File: config.mk
export PLATFORM = sky130hd
export DESIGN_NAME = reset_sequencer
export DESIGN_NICKNAME = d
export VERILOG_FILES = /design/src/rtl/reset_sequencer.sv
export SDC_FILE = /design/constraint.sdc
export NUM_CORES = 1
export LEC_CHECK = 0
export CORE_ASPECT_RATIO = 0.6
export CORE_UTILIZATION = 29
export CTS_CLUSTER_DIAMETER = 100
export CTS_CLUSTER_SIZE = 10
export DETAILED_ROUTE_END_ITERATION = 10
export HOLD_SLACK_MARGIN = 0.12
export PLACE_DENSITY = 0.52
export SYNTH_ARGS = -nofsm -noshare
export SYNTH_HDL_FRONTEND = slang
export SYNTH_SLANG_ARGS = --single-unit
File: constraint.sdc
create_clock -name target_clk -period 2.34 [get_ports target_clk]
set_input_delay 0.351 -clock target_clk [delete_from_list [all_inputs] [get_ports target_clk]]
set_output_delay 0.351 -clock target_clk [all_outputs]
set_load 0.02 [all_outputs]
File: src/rtl/reset_sequencer.sv
// Releases NUM_STAGES downstream reset domains one at a time: hold, release, then
// wait (bounded) for that domain's ready before moving on. Software can restart it.
module reset_sequencer #(
    parameter int NUM_STAGES  = 4,
    parameter int HOLD_CYCLES = 16,
    parameter int ACK_TIMEOUT = 256
) (
    input  logic                  target_clk,
    input  logic                  target_rst,
    input  logic                  sw_rst_req,
    input  logic [NUM_STAGES-1:0] stage_ack,
    output logic [NUM_STAGES-1:0] stage_rst,
    output logic                  seq_done,
    output logic                  seq_timeout,
    output logic [1:0]            seq_state
);

    localparam int CNT_MAX = (HOLD_CYCLES > ACK_TIMEOUT) ? HOLD_CYCLES : ACK_TIMEOUT;
    localparam int CNT_W   = (CNT_MAX > 1) ? $clog2(CNT_MAX) : 1;
    localparam int IDX_W   = (NUM_STAGES > 1) ? $clog2(NUM_STAGES) : 1;

    localparam logic [CNT_W-1:0]      CNT_ZERO   = {CNT_W{1'b0}};
    localparam logic [CNT_W-1:0]      CNT_ONE    = CNT_W'(1);
    localparam logic [CNT_W-1:0]      HOLD_LAST  = CNT_W'(HOLD_CYCLES - 1);
    localparam logic [CNT_W-1:0]      ACK_LAST   = CNT_W'(ACK_TIMEOUT - 1);
    localparam logic [IDX_W-1:0]      IDX_ZERO   = {IDX_W{1'b0}};
    localparam logic [IDX_W-1:0]      IDX_ONE    = IDX_W'(1);
    localparam logic [IDX_W-1:0]      IDX_LAST   = IDX_W'(NUM_STAGES - 1);
    localparam logic [NUM_STAGES-1:0] STAGES_ALL = {NUM_STAGES{1'b1}};
    localparam logic [NUM_STAGES-1:0] STAGES_NONE = {NUM_STAGES{1'b0}};
    localparam logic [NUM_STAGES-1:0] STAGE_ONE  = NUM_STAGES'(1);

    typedef enum logic [1:0] {
        ST_HOLD     = 2'd0,
        ST_WAIT_ACK = 2'd1,
        ST_DONE     = 2'd2
    } state_e;

    state_e                  state_q, state_d;
    logic [CNT_W-1:0]        cnt_q, cnt_d;
    logic [IDX_W-1:0]        idx_q, idx_d;
    logic [NUM_STAGES-1:0]   stage_rst_q, stage_rst_d;
    logic                    done_q, done_d;
    logic                    timeout_q, timeout_d;

    logic [NUM_STAGES-1:0]   sel_s;
    logic                    ack_s;
    logic                    hold_end_s;
    logic                    ack_end_s;
    logic                    last_s;

    // Decode of the stage currently being sequenced; other ack bits never reach the FSM.
    always_comb begin
        sel_s      = STAGE_ONE << idx_q;
        ack_s      = |(stage_ack & sel_s);
        hold_end_s = (cnt_q == HOLD_LAST);
        ack_end_s  = (cnt_q == ACK_LAST);
        last_s     = (idx_q == IDX_LAST);
    end

    // Next-state and next-output logic; a software request behaves exactly like reset.
    always_comb begin
        state_d     = state_q;
        cnt_d       = cnt_q;
        idx_d       = idx_q;
        stage_rst_d = stage_rst_q;
        done_d      = done_q;
        timeout_d   = timeout_q;

        if (sw_rst_req) begin
            state_d     = ST_HOLD;
            cnt_d       = CNT_ZERO;
            idx_d       = IDX_ZERO;
            stage_rst_d = STAGES_ALL;
            done_d      = 1'b0;
            timeout_d   = 1'b0;
        end else begin
            case (state_q)
                ST_HOLD: begin
                    if (hold_end_s) begin
                        stage_rst_d = stage_rst_q & ~sel_s;
                        cnt_d       = CNT_ZERO;
                        state_d     = ST_WAIT_ACK;
                    end else begin
                        cnt_d = cnt_q + CNT_ONE;
                    end
                end
                ST_WAIT_ACK: begin
                    if (ack_s || ack_end_s) begin
                        // An ack arriving on the timeout edge still counts as a clean ack.
                        if (ack_s) begin
                            timeout_d = timeout_q;
                        end else begin
                            timeout_d = 1'b1;
                        end
                        cnt_d = CNT_ZERO;
                        if (last_s) begin
                            state_d = ST_DONE;
                            done_d  = 1'b1;
                        end else begin
                            idx_d   = idx_q + IDX_ONE;
                            state_d = ST_HOLD;
                        end
                    end else begin
                        cnt_d = cnt_q + CNT_ONE;
                    end
                end
                ST_DONE: begin
                    stage_rst_d = STAGES_NONE;
                    done_d      = 1'b1;
                end
                default: begin
                    state_d     = ST_HOLD;
                    cnt_d       = CNT_ZERO;
                    idx_d       = IDX_ZERO;
                    stage_rst_d = STAGES_ALL;
                    done_d      = 1'b0;
                    timeout_d   = 1'b0;
                end
            endcase
        end
    end

    // State and output registers with synchronous reset from the reset generator.
    always_ff @(posedge target_clk) begin
        if (target_rst) begin
            state_q     <= ST_HOLD;
            cnt_q       <= CNT_ZERO;
            idx_q       <= IDX_ZERO;
            stage_rst_q <= STAGES_ALL;
            done_q      <= 1'b0;
            timeout_q   <= 1'b0;
        end else begin
            state_q     <= state_d;
            cnt_q       <= cnt_d;
            idx_q       <= idx_d;
            stage_rst_q <= stage_rst_d;
            done_q      <= done_d;
            timeout_q   <= timeout_d;
        end
    end

    assign stage_rst   = stage_rst_q;
    assign seq_done    = done_q;
    assign seq_timeout = timeout_q;
    assign seq_state   = state_q;

endmodule

# Word level (Yosys, flattened, before mapping)
# Cells that the tools add are included.
# W data, S select, Z words.
# totals
register_bits	18
latchBits	0
mem_bits_rw	0
mem_bits_ro	0
elab_cells	54
n_memories	0
# op_classes
n_addsub	2
mul	0
n_div	0
n_lt_le_gt_ge	0
eq_ne	10
shifts	1
mux	18
bitwise_logic	7
reduce_logical	10
# ops
cell	n
$pmux W8 S3	1
$mux W8	2
$pmux W4 S3	1
$reduce_and A3 Y1	4
$mux W2	5
$ne A2 B2 Y1 const B	5
$add A8 B1 Y8 const B	1
$and A4 B4 Y4	2
$eq A8 B4 Y1 const B	1
$eq A8 B8 Y1 const B	1
$pmux W2 S3	1
$eq A2 B2 Y1 const B	2
$mux W1	4
$mux W4	1
$not A1 Y1	4
$not A4 Y4	1
$pmux W2 S2	1
$reduce_or A2 Y1	2
$reduce_or A4 Y1	1
$shl A1 B2 Y4 const A	1
$pmux W1 S3	1
$add A2 B1 Y2 const B	1
$eq A2 B1 Y1 const B	1
$logic_not A2 Y1	1
other kinds (3)	3

# Depth between registers and ports, before layout
# logic_depth
word_depth	6
ltp_mapped	7

# Worst setup path before layout
# Ideal clock, no wire load.
# synth_timing
kind	flip-flop to flip-flop
from	register idx_q[0]
to	register idx_q[0]
setup_time_ns	0.120
t_arrival_ns	1.730
required_ns	2.220
setup_slack_ns	0.490
stages_incl_launch_ff	7
period_less_slack_ns	1.850
cell_sequence	dfxtp_1 > inv_1 > ha_1 > a22o_1 > a221oi_2 > a2111oi_0 > a211o_1
# synth_via
elab_chain_len	6
# synth_lines
element	line_no	rtl
from (decl)	41	logic [IDX_W-1:0] idx_q, idx_d;
from (signal assigned)	136	idx_q <= idx_d;
$shl A1 B2 Y4	54	sel_s = STAGE_ONE << idx_q;
$and A4 B4 Y4	55	ack_s = |(stage_ack & sel_s);
$reduce_or A4 Y1	55	
$logic_or A1 B1 Y1	89	if (ack_s || ack_end_s) begin
$ne A2 B2 Y1 (no source line)	n/a	
$reduce_and A3 Y1 (no source line)	n/a	
# Several ways; a longest one is shown, not always the timed one. The select of a mux whose other input is x is not followed.
# A chain may end at the register's enable or synchronous reset.

# Worst setup path in the final report
# layout_timing
from	register cnt_q[0]
to	register state_q[1], in the netlist seq_state[1]
# layout_via
elab_chain_len	4
# layout_lines
element	line_no	rtl
from (decl)	40	logic [CNT_W-1:0] cnt_q, cnt_d;
from (signal assigned)	135	cnt_q <= cnt_d;
$eq A8 B8 Y1	57	ack_end_s = (cnt_q == ACK_LAST);
$logic_or A1 B1 Y1	89	
$ne A2 B2 Y1 (no source line)	n/a	
$reduce_and A3 Y1 (no source line) *	n/a	
to (signal assigned)	134	state_q <= state_d;
to (decl)	39	state_e state_q, state_d;
# Every way passes the cells marked *; elsewhere a longest branch is shown, timed or not.

==> results.md <==
* Most frequent cells in the layout: 18 x dfxtp_1, 14 x nand2_1, 14 x clkdlybuf4s50_1
* Total gr overflow at 0
* Initial drt markers at 41
* Mux share of post-synthesis cell area at 1.966%
* Period utilization at 81.11%
* Cts repair resizes at 0
* Post-synthesis sequential area ratio at 35.38%
* Hold Buf Count CTS at 0
* Gpl congestion at 0.7781
* Reg2Reg Launch Point: cnt_q[0]
* DR vias/cell at 5.006
* Fmax at between 0.5 and 0.6 GHz
* DIE AREA at about 3800 um2
* Worst slew margin at 69.07%
* Total wire length at 2.321 mm
* Post-Syn Nets at 130
* Drt first pass iters at 4
* Synthesized area per cell at 8.856 um2
* Maximum vdd drop at 0.0002018 V
* # IOs at 15
* Starting Density at 30.83%
* Final instance area at around 1300 um2
* First-pass GRT wire length at 3.857 mm
* Arr. time, crit path at 2.08 ns
* Antenna Nets Post-Route at 0
* CTS root buf: clkbuf_8
* Yosys warnings at 0
* CTS tree: built
* Post-synth top flop: dfxtp_1
* Met3 WL post-DR at approximately 160 um
* Placed cells at 173
* Worst-path clk slew at 0.07 ns
* Area grow syn2layout at 25.31%
* Period minus WS final at 1.898 ns
* Comb power frac at 5.0%
* Flop pwr share at a little over 50%
* Total power at ~600 uW
* Worst path required time at 2.53 ns
* FP Rows at 16
* Status: finished clean
* Post-Synth Adder-Cell Area at 9.828%
* Number of enable flip-flop cells after synthesis at 0
* Setup Fix Bufs, Post-CTS at 0
* Crit. End Element: flop
* P_sw at approximately 120 uW
* Pint at 473.7 uW
* Post-synth ARST share at 0%
* Met2 routed WL at around 870 um
* Switching share of power at 20.64%
* TNS Setup at 0 ns
* Layout cells sized above 1 at around a tenth
* Worst min-delay path category: flop to flop
* Final HPWL DP at 1.759 mm
* Worst reg2reg path endpoint: seq_state[1]
* Synth top area share at a little over a third
* Fillers at roughly 350
* Final Hold Fails at 0
* Largest net degree at the start of global routing at 13
* Synth Area in Compound Gates at about a fifth
* Slowest cell on crit path: a311oi_4
* R2R depth at 5
* DP Area at about 1200 um2
* CTS HTree Levels at 1
* Worst hold stages at 2
* Post-synthesis xor/xnor area fraction at 4.300%
* Final Skew at around 0.0048 ns
* Reg-to-reg slack, setup at between 0.4 and 0.5 ns
* Final Max Slew Viols at 0
* Top Metal Used: met4
* Worst setup path category: flop to flop
* WHS Endpoint: stage_rst[2]
* Gr usage total at 13.94%
* Synth Area in Simple Gates at 24.69%
* Die Ht at roughly 48 um
* P_leak at roughly 0.00045 uW
* Input/output buffers at 14
* Yosys top cell by area: dfxtp_1
* Worst path max stage delay at 0.47 ns
* Filler-free cell count of the finished design at around 180
* Vias in the first global route at around 790
* Vias at 886
* Critical Path, Cell by Cell: ha_1 > nand3_1 > or2_2 > a311oi_4 > mux2i_1
* DRC Markers at 0
* Max-cap violation count at 0
* CTS max path bufs at 2
* Post-Route M1 WL at about 1.3 mm
* Hold Startpoint: stage_rst[2]
* Critical Path Start Type: flop
* Yosys cell types at 38
* Clock Sinks at 18
* Synth top area cells: dfxtp_1 35%, ha_1 9.8%, nand2_1 5.2%, nor3_1 3.9%, xnor2_1 3.4%
* Synth Instances at 115
* Die width at 78.51 um
* Clk pwr share at between 40% and 50%
* Most common cell after layout, fill and taps aside: dfxtp_1
* Worst slew pin tran at between 0.4 and 0.5 ns
* Largest family of logic cells by synthesized area: simple AND/OR/NAND/NOR gates
* Final setup fails at 0
* # diodes at 0
* RSZ-0062 raised after global routing: no
* Routed wire per std cell at 13.11 um
* Initial antenna violation count at 0
* Flops & latches, synth at 18
* Power per Cell Area at between 400 and 500 nW/um2
* Crit path max fanout at 7
* Worst-skew pair later-pin latency at 0.26 ns
* Total CTS buffers at 3
* NumNets Final at 148
* Core area at 3303 um2
* Post-Syn Area at roughly 1000 um2
==> kinds of logic (layout without fill, tap and decap cells) <==
| logic type | Yosys count | in the layout |
|---|---|---|
| multiplexers | 2 | 2 |
| buffers and inverters | 10 | 27 |
| adder cells (fa/ha/maj) | 8 | 8 |
| XOR/XNOR | 5 | 5 |
| AND/OR/NAND/NOR | 49 | 49 |
| flip-flops | 18 | 18 |
| AO/OA/AOI/OAI | 23 | 23 |
==> per-layer routing <==
| layer | GRT usage [%] | vias to the layer above |
|---|---|---|
| met5 | 0 | - |
| met4 | 3.333 | 0 |
| met3 | 4.000 | 3 |
| met2 | 19.48 | 34 |
| met1 | 20.65 | 404 |
| li1 | - | 445 |
==> worst max-delay path: cells and delay by family (launching register included) <==
family	cells	cell delay (ns)
muxes	1	0.23
and+or+nand+nor	2	0.48
DFF	1	0.37
adders and majority gates	1	0.27
AOI/OAI and AO/OA	1	0.47
==> flip-flops by register name, indices dropped and copies added (netlist names) <==
signal	flops
seq_done	1
stage_rst	4
seq_state	2
seq_timeout	1
idx_q	2
cnt_q	8
==> power groups by stage <==
stage / registers [uW] / clock network (uW) / logic, uW
after floorplan: 316 / 0 / 13.0
after global placement: 316 / 0 / 29.4
after detailed placement: 316 / 0 / 29.9
after CTS: 309 / 262 / 30.1
after global routing: 310 / 288 / 32.5
final: 309 / 258 / 29.9
==> layout make-up <==
type | count | area [um2] | share of cell area (%)
multi-input combinational | 87 | 619.3 | 48.53
sequential | 18 | 360.3 | 28.24
timing repair buffer | 17 | 162.7 | 12.75
tap | 45 | 56.30 | 4.412
clock buffer | 4 | 55.05 | 4.314
inverter | 6 | 22.52 | 1.765
==> worst max-delay path by stage <==
| stage | from | end | slack [ns] | cells past startpoint |
|---|---|---|---|---|
| floorplan | idx_q[0] | idx_q[0] | 0.49 | 6 |
| global placement | stage_ack[0] | cnt_q[2] | 0.46 | 6 |
| detailed placement | stage_ack[0] | seq_state[1] | 0.46 | 6 |
| CTS | cnt_q[0] | seq_state[1] | 0.45 | 5 |
| global route | cnt_q[0] | seq_state[1] | 0.32 | 5 |
| finish | cnt_q[0] | seq_state[1] | 0.44 | 5 |
==> cells in the mapped netlist (4+ instances only) <==
| cell type | n |
|---|---|
| nand3_1 | 4 |
| xnor2_1 | 4 |
| nand2_1 | 14 |
| dfxtp_1 | 18 |
| nor2b_1 | 5 |
| ha_1 | 8 |
| nor3_1 | 8 |
| nor2_1 | 7 |
| o31ai_1 | 4 |
| inv_1 | 6 |
==> per-stage QoR <==
step / worst slack, ns / hold WS [ns] / util (%)
3_3_place_gp: 0.4571 / 0.4437 / 36.97
2_1_floorplan: 0.4905 / 0.4721 / -
5_1_grt: 0.3198 / 0.4800 / 38.64
3_5_place_dp: 0.4579 / 0.4507 / 36.97
4_1_cts: 0.4503 / 0.4607 / 38.64
6_report: 0.4420 / 0.4588 / 38.64
No activity file was read; power rests on OpenSTA's default activity.
